File: src/rtl/rgb565_frame_reader.sv
// ---------------------------------------------------------------------------
// rgb565_frame_reader
//
// Reads one complete RGB565 frame from the frame-buffer memory, one 16-bit
// pixel per address in raster order. Each pixel is expanded to RGB888 by bit
// replication and streamed out with valid/ready flow control. The stream
// carries start-of-frame, end-of-line and end-of-frame markers.
//
// The memory has a 1-cycle synchronous read latency. A 2-entry output buffer
// hides that latency. A word arriving from memory is presented directly when
// the buffer is empty, so a sink that is always ready receives one pixel per
// cycle.
//
// Ports
//   iClk           clock (single domain)
//   iRst           synchronous, active-high reset
//   i_Clk_en       clock enable; when low every register holds, except the
//                  capture of a read issued on the previous enabled cycle
//   i_start        pulse; starts a frame read from address 0 when idle
//   o_rd_en        memory read strobe
//   o_addr         memory read address
//   i_rd_data      memory read data {R5,G6,B5}, valid 1 cycle after o_rd_en
//   o_data_rgb888  expanded pixel: R[23:16], G[15:8], B[7:0]
//   o_valid        output pixel valid
//   i_ready        sink ready; a transfer is o_valid & i_ready & i_Clk_en
//   o_sof          marks pixel 0 of the frame
//   o_eol          marks the last pixel of each line
//   o_eof          marks the last pixel of the frame
//   o_busy         high while a frame is being read
//   o_done         one-cycle pulse after the last pixel transfers
// ---------------------------------------------------------------------------
module rgb565_frame_reader #(
  parameter int IMG_WIDTH  = 480,
  parameter int IMG_HEIGHT = 272,
  parameter int MEM_DEPTH  = 130560,
  parameter int ADDR_WIDTH = 17,
  parameter int DATA_WIDTH = 16
) (
  input  logic                  iClk,
  input  logic                  iRst,
  input  logic                  i_Clk_en,
  input  logic                  i_start,
  output logic                  o_rd_en,
  output logic [ADDR_WIDTH-1:0] o_addr,
  input  logic [DATA_WIDTH-1:0] i_rd_data,
  output logic [23:0]           o_data_rgb888,
  output logic                  o_valid,
  input  logic                  i_ready,
  output logic                  o_sof,
  output logic                  o_eol,
  output logic                  o_eof,
  output logic                  o_busy,
  output logic                  o_done
);

  // If the geometry and the memory depth ever disagree, read no more than
  // the smaller of the two. This keeps reads inside the memory and keeps the
  // eof marker on a pixel that really exists.
  localparam int FRAME_PIXELS = (IMG_WIDTH * IMG_HEIGHT < MEM_DEPTH) ?
                                (IMG_WIDTH * IMG_HEIGHT) : MEM_DEPTH;

  // The address counter has one extra bit so that it can sit at
  // FRAME_PIXELS after the last issue without wrapping.
  localparam int CNT_W = ADDR_WIDTH + 1;
  localparam int COL_W = (IMG_WIDTH > 1) ? $clog2(IMG_WIDTH) : 1;

  localparam logic [CNT_W-1:0] END_ADDR   = CNT_W'(FRAME_PIXELS);
  localparam logic [CNT_W-1:0] LAST_PIXEL = CNT_W'(FRAME_PIXELS - 1);
  localparam logic [COL_W-1:0] LAST_COL   = COL_W'(IMG_WIDTH - 1);

  // Buffer entry layout: {sof, eol, eof, rgb888}
  localparam int ENTRY_W = 27;
  localparam int SOF_BIT = 26;
  localparam int EOL_BIT = 25;
  localparam int EOF_BIT = 24;

  typedef enum logic [1:0] {
    IDLE,
    RUN,
    DONE
  } state_t;

  state_t state;
  state_t state_next;

  logic [CNT_W-1:0]   rd_addr;
  logic               in_flight;
  logic [CNT_W-1:0]   arr_cnt;
  logic [COL_W-1:0]   arr_col;
  logic [1:0]         buf_count;
  logic [ENTRY_W-1:0] slot0;
  logic [ENTRY_W-1:0] slot1;

  logic [4:0]         red5;
  logic [5:0]         green6;
  logic [4:0]         blue5;
  logic [23:0]        expanded;
  logic [ENTRY_W-1:0] arr_entry;
  logic [ENTRY_W-1:0] head_entry;
  logic               head_valid;
  logic [1:0]         occupancy;
  logic               start_go;
  logic               pop;
  logic               bypass;
  logic               pop_buf;
  logic               push;

  // Expansion by bit replication: the top bits of each field are copied into
  // the new low bits. Full scale maps to 0xFF and zero maps to 0x00.
  assign red5     = i_rd_data[15:11];
  assign green6   = i_rd_data[10:5];
  assign blue5    = i_rd_data[4:0];
  assign expanded = {red5, red5[4:2], green6, green6[5:4], blue5, blue5[4:2]};

  // Markers for the arriving word come from the arrival-side counters. Words
  // arrive strictly in raster order, so the arrival count is the pixel index.
  assign arr_entry = {(arr_cnt == '0), (arr_col == LAST_COL),
                      (arr_cnt == LAST_PIXEL), expanded};

  // The head of the stream is the oldest buffered word. When the buffer is
  // empty, the head is the word arriving from memory this cycle.
  assign head_valid = (buf_count != 2'd0) | in_flight;
  assign head_entry = (buf_count != 2'd0) ? slot0 : arr_entry;

  assign o_valid       = head_valid;
  assign o_data_rgb888 = head_valid ? head_entry[23:0] : 24'd0;
  assign o_sof         = head_valid & head_entry[SOF_BIT];
  assign o_eol         = head_valid & head_entry[EOL_BIT];
  assign o_eof         = head_valid & head_entry[EOF_BIT];

  // A pop taken straight from the arriving word never enters the buffer.
  assign pop     = head_valid & i_ready & i_Clk_en;
  assign bypass  = pop & (buf_count == 2'd0);
  assign pop_buf = pop & (buf_count != 2'd0);
  assign push    = in_flight & ~bypass;

  // The read in flight already owns a buffer slot. A new read is issued only
  // while fewer than two words are buffered or pending.
  assign occupancy = buf_count + {1'b0, in_flight};
  assign o_rd_en   = (state == RUN) & i_Clk_en & (rd_addr < END_ADDR) &
                     (occupancy < 2'd2);
  assign o_addr    = rd_addr[ADDR_WIDTH-1:0];

  assign start_go = (state == IDLE) & i_start & i_Clk_en;
  assign o_busy   = (state == RUN);
  assign o_done   = (state == DONE);

  // Next-state logic. Every transition needs an enabled cycle: the RUN exit
  // depends on a transfer, and a transfer already includes i_Clk_en.
  always_comb begin
    state_next = state;
    unique case (state)
      IDLE: begin
        if (start_go) begin
          state_next = RUN;
        end
      end
      RUN: begin
        if (pop & head_entry[EOF_BIT]) begin
          state_next = DONE;
        end
      end
      DONE: begin
        if (i_Clk_en) begin
          state_next = IDLE;
        end
      end
      default: begin
        state_next = IDLE;
      end
    endcase
  end

  // State register.
  always_ff @(posedge iClk) begin
    if (iRst) begin
      state <= IDLE;
    end else begin
      state <= state_next;
    end
  end

  // Track the single outstanding read. This register follows o_rd_en every
  // cycle, even when i_Clk_en is low. That way a read issued on the last
  // enabled cycle is still captured. Reset drops any pending read.
  always_ff @(posedge iClk) begin
    if (iRst) begin
      in_flight <= 1'b0;
    end else begin
      in_flight <= o_rd_en;
    end
  end

  // Read address. It stops at the end of the frame instead of wrapping.
  always_ff @(posedge iClk) begin
    if (iRst) begin
      rd_addr <= '0;
    end else if (start_go) begin
      rd_addr <= '0;
    end else if (o_rd_en) begin
      rd_addr <= rd_addr + CNT_W'(1);
    end
  end

  // Arrival-side pixel and column counters. They advance once per captured
  // word, so they stay aligned with the word they label.
  always_ff @(posedge iClk) begin
    if (iRst) begin
      arr_cnt <= '0;
      arr_col <= '0;
    end else if (start_go) begin
      arr_cnt <= '0;
      arr_col <= '0;
    end else if (in_flight) begin
      arr_cnt <= arr_cnt + CNT_W'(1);
      if (arr_col == LAST_COL) begin
        arr_col <= '0;
      end else begin
        arr_col <= arr_col + COL_W'(1);
      end
    end
  end

  // Two-entry buffer; slot0 is always the oldest word. The push with a full
  // buffer case is left out: a push needs a read in flight, and the issue
  // rule never lets two buffered words coexist with one in flight.
  always_ff @(posedge iClk) begin
    if (iRst) begin
      buf_count <= 2'd0;
      slot0     <= '0;
      slot1     <= '0;
    end else if (start_go) begin
      buf_count <= 2'd0;
    end else begin
      unique case ({push, pop_buf})
        2'b10: begin
          if (buf_count == 2'd0) begin
            slot0 <= arr_entry;
          end else begin
            slot1 <= arr_entry;
          end
          buf_count <= buf_count + 2'd1;
        end
        2'b01: begin
          slot0     <= slot1;
          buf_count <= buf_count - 2'd1;
        end
        2'b11: begin
          if (buf_count == 2'd1) begin
            slot0 <= arr_entry;
          end else begin
            slot0 <= slot1;
            slot1 <= arr_entry;
          end
        end
        default: begin
        end
      endcase
    end
  end

endmodule

File: config.mk
export PLATFORM = sky130hd
export DESIGN_NAME = rgb565_frame_reader
export DESIGN_NICKNAME = d
export VERILOG_FILES = /design/src/rtl/rgb565_frame_reader.sv
export SDC_FILE = /design/constraint.sdc
export NUM_CORES = 1
export LEC_CHECK = 0
export CORE_MARGIN = 1.5
export CORE_UTILIZATION = 23
export CTS_BUF_LIST = sky130_fd_sc_hd__clkbuf_8
export CTS_CLUSTER_SIZE = 16
export DETAILED_ROUTE_END_ITERATION = 10
export PLACE_DENSITY = 0.42
export SLEW_MARGIN = 10
export SYNTH_ARGS = -nofsm -noshare
export SYNTH_HDL_FRONTEND = slang
export SYNTH_SLANG_ARGS = --single-unit
File: constraint.sdc
create_clock -name iClk -period 3.8 [get_ports iClk]
set_input_delay 0.76 -clock iClk [delete_from_list [all_inputs] [get_ports iClk]]
set_output_delay 0.76 -clock iClk [all_outputs]
set_load 0.01 [all_outputs]
==> results by group, run 1 <==
Clock tree
  • Clock transition at path regs: around 90 ps
  • Num CTS Buffers: 9
  • H-tree levels: 3
  • CTS sink count: between 80 and 90
  • Post_cts resized: 0
  • Clk buf depth: 2
  • TritonCTS clock tree: done
  • Worst skew pair latency: ~360 ps
  • Clock root cell: clkbuf_8
  • Cts hold-fix bufs: 0
  • Setup bufs post-CTS: 0

Global routing
  • Initial antenna violation count: 0
  • First-pass GRT wire length: approximately 17000 um
  • GRT Residual Overflow: 0
  • Global-route usage over all layers: 10.6%
  • Vias in the first global route: about 3600
  • Largest net degree at the start of global routing: 45

Routing
  • Post-DRT Antenna Nets: 0
  • First DRT Iteration DRCs: 180
  • DRC errors left: 0
  • TritonRoute pass-1 iters: 4
  • Routed wire length: approximately 11000 um
  • Via Count: roughly 3700
  • Vias per cell: about 4.5
  • DR WL/cell: about 13 um

Layout
  • Fillers: roughly 2100
  • Most common cell after layout, fill and taps aside: dfxtp_1
  • Antenna cells: 0
  • Share of cells above drive strength 1: under 10%
  • Synthesis-to-finish area growth: 21.1%
  • Commonest non-fill, non-tap cells in the layout: 88 x dfxtp_1, 86 x nor2_1, 68 x clkdlybuf4s50_1
  • Nets: 600

Status
  • Status: finished, final reports clean

Synth
  • Synth area leaders: dfxtp_1 39%, nor2_1 7.1%, mux2i_1 4.6%
  • Netlist cell types: 53
  • Syn_nets: 569
  • Area of the mapped netlist: between 0.004 and 0.005 mm^2
  • Sequential area share after synthesis: approximately two fifths
  • Cells after Synth: approximately 540
  • FF+latch count, synth: ~90
  • YS warnings: 0
  • Share of the synthesized area in the top cell type: between 30% and 40%
  • Primary FF master, synth: dfxtp_1
  • Async SR Flop Fraction: 0%
  • Number of synthesized flops with an enable pin: 0
  • Synth area leader: dfxtp_1
  • Avg Inst Size Synth: 8.40 um^2

Pwr
  • LEAKAGE: around 1.9 nW
  • VDD IR-drop max: ~120 uV
  • Total power per unit cell area: 345 mW/mm^2
  • Tot Pwr: 0.00189 W

Setup path
  • Critical path, cell by cell: nand4_1 > nor4_1 > nand4_1 > o21ai_0 > clkdlybuf4s50_1
  • Data required time of the worst path: 3040 ps
  • Worst EP arrival: roughly 2600 ps
  • Crit. End Element: primary output
  • Type of the worst setup path: flop to primary output
  • Crit-path slowest cell: clkdlybuf4s50_1
  • CP dominant cell by count: nand4_1
  • FF-to-FF setup slack: roughly 710 ps
  • CP Buf/Inv Count: 1
  • Critical path's largest stage delay: 640 ps
  • Worst path top cell family by delay: simple AND/OR/NAND/NOR gates
  • Worst-path fanout max: 7
  • Crit path launch type: flop

Placed design
  • GP Congestion: between 0.7 and 0.8
  • Hpwl dp: between 7000 and 8000 um
  • IO buf count: just under 70

Timing
  • RSZ-0062 raised after global routing: no
  • Period utilization: approximately nine tenths
  • Max_slew headroom: between 40% and 50%
  • Fin. max-slew vios: 0
  • Peak Freq: slightly below 0.3 GHz
  • Worst Skew: approximately 7.4 ps
  • Final setup vio count: 0
  • Tmin final: 3390 ps
  • Slew @ Worst Pin: around 800 ps
  • Fin Setup TNS: 0 ps
  • Hold Vio Cnt, Final: 0

Floorplanning
  • Cell Rows: 51
  • Die height: ~140 um
  • I/O pins: a little under 70
  • Initial core utilization: a little under a quarter
  • Die area: roughly 0.021 mm^2
  • Total core area: about 0.019 mm^2
  • Die width: about 140 um

Hold path
  • Worst Hold Class: flop to flop

Flow run
  • Maxcap violations: 0
sequential cells by signal, summed over array words and instances, names as in the netlist:
name / flops
arr_cnt: 18
arr_col: 9
buf_count: 2
in_flight: 1
rd_addr: 18
slot0: 19
slot1: 19
state: 2
synthesized netlist by cell type, types with 2 or more instances:
library cell  instances
dfxtp_1              88
nor2_1               86
inv_1                30
nand2_1              30
buf_4                26
o21ai_0              24
nand3_1              23
xnor2_1              22
mux2i_1              21
nand4_1              21
a211oi_1             19
a22oi_1              17
clkbuf_1             16
xor2_1               14
a21oi_1              10
ha_1                  9
nor4_1                8
buf_2                 7
nor3_2                7
or3_1                 7
and2_1                5
nor3_1                5
buf_6                 4
and3_1                3
and4_1                3
and4bb_2              2
buf_1                 2
nand4b_1              2
nor2b_1               2
nor4_2                2
or2_2                 2
worst paths after layout:
kind                             startpoint                  endpoint  cells past startpoint
setup / recovery    arr_cnt[4]$_SDFFE_PP0P_                     o_eof                      5
hold reg to reg    rd_addr[17]$_SDFFE_PP0P_  rd_addr[17]$_SDFFE_PP0P_                      1
hold / removal     rd_addr[17]$_SDFFE_PP0P_  rd_addr[17]$_SDFFE_PP0P_                      1
setup reg to reg  buf_count[0]$_SDFFE_PP0P_    slot1[12]$_SDFFE_PP0P_                     11
logic make-up after synthesis:
kind of cell	count (synthesis)	synth area share [%]
compound gates	80	11.5
xor+xnor	36	6.96
fa+ha+maj	9	2.49
buf+inv	85	10.1
flops	88	38.9
mux	21	4.64
simple gates	220	25.4
report_power, final:
| part | leakage, nW | switching, W | total (W) | internal, W |
|---|---|---|---|---|
| combinational | 1.09 | 0.000104 | 0.000186 | 0.0000821 |
| clock | 0.119 | 0.000341 | 0.000746 | 0.000405 |
| sequential | 0.713 | 0.0000143 | 0.000958 | 0.000943 |
| total | 1.92 | 0.000459 | 0.00189 | 0.00143 |
stage by stage:
step	setup WS, ps	hold slack, ps	cells	instance area (um^2)	utilization, %
after detailed placement	535	452	824	5250	27.1
after floorplan	1280	436	539	4530	-
after global placement	579	461	824	5250	27.1
after global routing	242	514	840	5480	28.3
final	406	476	840	5480	28.3
after CTS	430	480	840	5480	28.3
final cells by class:
| cell class | instances | area, um^2 | area share [%] |
|---|---|---|---|
| clock inverter | 5 | 78.8 | 1.44 |
| inverter | 30 | 113 | 2.05 |
| multi-input combinational | 366 | 2310 | 42.2 |
| tap | 265 | 332 | 6.05 |
| timing repair buffer | 75 | 733 | 13.4 |
| sequential | 88 | 1760 | 32.1 |
| clock buffer | 11 | 151 | 2.76 |
layer usage:
metal / GRT usage [%] / wire length [um] / share of wire, % / up-vias
met2: 17.5 / 5040 / 47 / 64
met5: 0 / 0 / 0 / -
met3: 1.70 / 376 / 3.5 / 18
met1: 13.3 / 5110 / 47 / 1762
li1: - / - / - / 1895
met4: 5.21 / 243 / 2.3 / 0
worst reg2reg max path, stage by stage, from the launching register on:
cell	delay (ps)
dfxtp_1	360
inv_1	70
ha_1	560
buf_4	400
nand2b_2	230
inv_1	90
ha_1	210
or2_2	290
nand4b_1	90
buf_4	330
mux2i_1	260
nor2_1	60
Power figures use the tool's default switching activity.
==> run 2, diff against run 1 <==
- CORE_UTILIZATION: 23 -> 60
- PLACE_DENSITY: 0.42 -> 0.88
==> results by group, run 2 (synthesis results as in run 1) <==
Setup path
  • Crit. End Element: primary output (unchanged)
  • CP Buf/Inv Count: 3 (was 1)
  • Worst-path fanout max: 26 (was 7)
  • Data required time of the worst path: 3040 ps (about the same)
  • CP Launch Point: buf_count[0]$_SDFFE_PP0P_ (was arr_cnt[4]$_SDFFE_PP0P_)
  • CP Capture Point: o_eof (unchanged)
  • Reg2reg end: slot1[11]$_SDFFE_PP0P_ (was slot1[12]$_SDFFE_PP0P_)
  • Worst EP arrival: 2570 ps (was 2630 ps)
  • Worst path top cell family by delay: buffers and inverters (was simple AND/OR/NAND/NOR gates)
  • Crit path launch type: flop (unchanged)
  • Type of the worst setup path: flop to primary output (unchanged)
  • FF-to-FF setup slack: 1000 ps (was 710 ps)
  • Worst R2R Start: buf_count[0]$_SDFFE_PP0P_ (unchanged)
  • Crit path depth: 6 (was 5)
  • R2R cell count: 10 (was 11)
  • Crit-path slowest cell: clkdlybuf4s50_1 (unchanged)
  • Critical path's largest stage delay: 630 ps (was 640 ps)
  • Critical path, cell by cell: inv_1 > ha_1 > buf_12 > nand4_1 > o21ai_0 > clkdlybuf4s50_1 (was nand4_1 > nor4_1 > nand4_1 > o21ai_0 > clkdlybuf4s50_1)

Global routing
  • First-pass GRT wire length: 16800 um (was 17300 um)
  • Vias in the first global route: 3686 (was 3574)
  • GRT Residual Overflow: 0 (unchanged)
  • Initial antenna violation count: 0 (unchanged)
  • Global-route usage over all layers: 24.9% (was 10.6%)
  • Largest net degree at the start of global routing: 46 (was 45)

Placed design
  • Hpwl dp: 6550 um (was 7390 um)
  • GP Congestion: 0.861 (was 0.757)
  • IO buf count: 68 (unchanged)

Routing
  • Via Count: 3842 (was 3739)
  • Routed wire length: 9830 um (was 10800 um)
  • First DRT Iteration DRCs: 161 (was 180)
  • DR WL/cell: 14.6 um (was 12.8 um)
  • DRC errors left: 0 (unchanged)
  • Vias per cell: 5.71 (was 4.45)
  • TritonRoute pass-1 iters: 5 (was 4)
  • Post-DRT Antenna Nets: 0 (unchanged)

Clock tree
  • H-tree levels: 3 (unchanged)
  • CTS sink count: 88 (unchanged)
  • Cts hold-fix bufs: 0 (unchanged)
  • Clk buf depth: 2 (unchanged)
  • Worst skew pair latency: 360 ps (about the same)
  • TritonCTS clock tree: done (unchanged)
  • Setup bufs post-CTS: 0 (unchanged)
  • Clock transition at path regs: 80 ps (was 90 ps)
  • Clock root cell: clkbuf_8 (unchanged)
  • Num CTS Buffers: 9 (unchanged)
  • Post_cts resized: 0 (unchanged)

Status
  • Status: finished, final reports clean (unchanged)

Layout
  • Register area: 0.00176 mm^2 (unchanged)
  • Biggest regs: slot0 (19), slot1 (19) (unchanged)
  • Most common cell after layout, fill and taps aside: dfxtp_1 (unchanged)
  • Share of cells above drive strength 1: 7.67% (was 7.83%)
  • Nets: 600 (unchanged)
  • Commonest non-fill, non-tap cells in the layout: 88 x dfxtp_1, 86 x nor2_1, 68 x clkdlybuf4s50_1 (unchanged)
  • Antenna cells: 0 (unchanged)
  • Final Util: 72.4% (was 28.3%)
  • Synthesis-to-finish area growth: 16.6% (was 21.1%)
  • Area of the multi-input gates: 0.00231 mm^2 (unchanged)
  • Fillers: 560 (was 2098)

Floorplanning
  • Total core area: 0.00729 mm^2 (was 0.0194 mm^2)
  • Die area: 0.00808 mm^2 (was 0.0205 mm^2)
  • Initial core utilization: 62.1% (was 23.3%)
  • I/O pins: 69 (unchanged)
  • Cell Rows: 31 (was 51)
  • Die width: 89.9 um (was 143 um)
  • Die height: 89.9 um (was 143 um)

Timing
  • Final setup vio count: 0 (unchanged)
  • Hold Vio Cnt, Final: 0 (unchanged)
  • Period utilization: 87.7% (was 89.3%)
  • Fin Setup TNS: 0 ps (unchanged)
  • Worst Skew: 7.67 ps (was 7.39 ps)
  • Fin. max-slew vios: 0 (unchanged)
  • RSZ-0062 raised after global routing: no (unchanged)
  • Max_slew headroom: 51.0% (was 46.7%)
  • Fin Hold WS: 488 ps (was 476 ps)
  • Slew @ Worst Pin: 734 ps (was 800 ps)
  • Tmin final: 3330 ps (was 3390 ps)
  • Peak Freq: 0.300 GHz (was 0.295 GHz)

Flow run
  • Maxcap violations: 0 (unchanged)

Pwr
  • Tot Pwr: 0.00186 W (was 0.00189 W)
  • LEAKAGE: 1.92 nW (about the same)
  • VDD IR-drop max: 240 uV (was 116 uV)
  • Total power per unit cell area: 352 mW/mm^2 (was 345 mW/mm^2)

Hold path
  • Worst Hold Class: flop to flop (unchanged)
  • HP Start: rd_addr[17]$_SDFFE_PP0P_ (unchanged)
## run 2: cell count changes in the layout (fill, tap and decap cells not counted), sizes merged
cell | previous run | this run
clkinvlp | 0 | 1
clkinv | 3 | 2
clkbuf | 11 | 10
## run 2: cell type report
cell class	count	area share, %
Clock inverter	5	1.54
Tap cell	99	2.35
Multi-Input combinational cell	366	43.9
Inverter	30	2.13
Sequential cell	88	33.4
Timing Repair Buffer	75	14.1
Clock buffer	10	2.61
## run 2: routing by layer
metal	GRT usage (%)	up-vias	share of wire, %
li1	-	1896	-
met1	31.1	1825	45
met2	42.2	100	49
met3	4.06	21	4.3
met4	11.2	0	2.2
met5	0	-	0
## run 2: where the power goes
| group | internal, W | leakage [nW] | switching (W) | total (W) |
|---|---|---|---|---|
| Sequential | 0.000943 | 0.713 | 0.0000129 | 0.000956 |
| Clock | 0.000384 | 0.108 | 0.000330 | 0.000714 |
| Combinational | 0.0000844 | 1.10 | 0.000101 | 0.000186 |
## run 2: worst register-to-register path, stage by stage, from the launching register on
cell and delay, ps:
dfxtp_1 360, inv_1 80, ha_1 580, nand2b_2 290, inv_1 90, ha_1 230, or2_2 320, nand4b_1 100
buf_4 330, mux2i_1 260, nor2_1 50
## run 2: how the worst min path moves through the flow
stage | end | depth (start not counted)
after floorplan | rd_addr[17]$_SDFFE_PP0P_ | 1
after global placement | rd_addr[17]$_SDFFE_PP0P_ | 1
after detailed placement | rd_addr[17]$_SDFFE_PP0P_ | 1
after CTS | rd_addr[17]$_SDFFE_PP0P_ | 1
after global routing | rd_addr[17]$_SDFFE_PP0P_ | 1
final | rd_addr[17]$_SDFFE_PP0P_ | 1
## run 2: through the flow
step	cell area [um^2]	setup WS, ps	cells
6_report	5280	467	673
5_1_grt	5280	326	673
4_1_cts	5280	460	673
3_5_place_dp	5060	464	658
3_3_place_gp	5060	625	658
2_1_floorplan	4530	1280	539
==> run 3, diff against run 2 <==
- SLEW_MARGIN: 10 -> 25
==> results of run 3 <==
No change in the layout: final DEF, timing and power equal those of run 2.
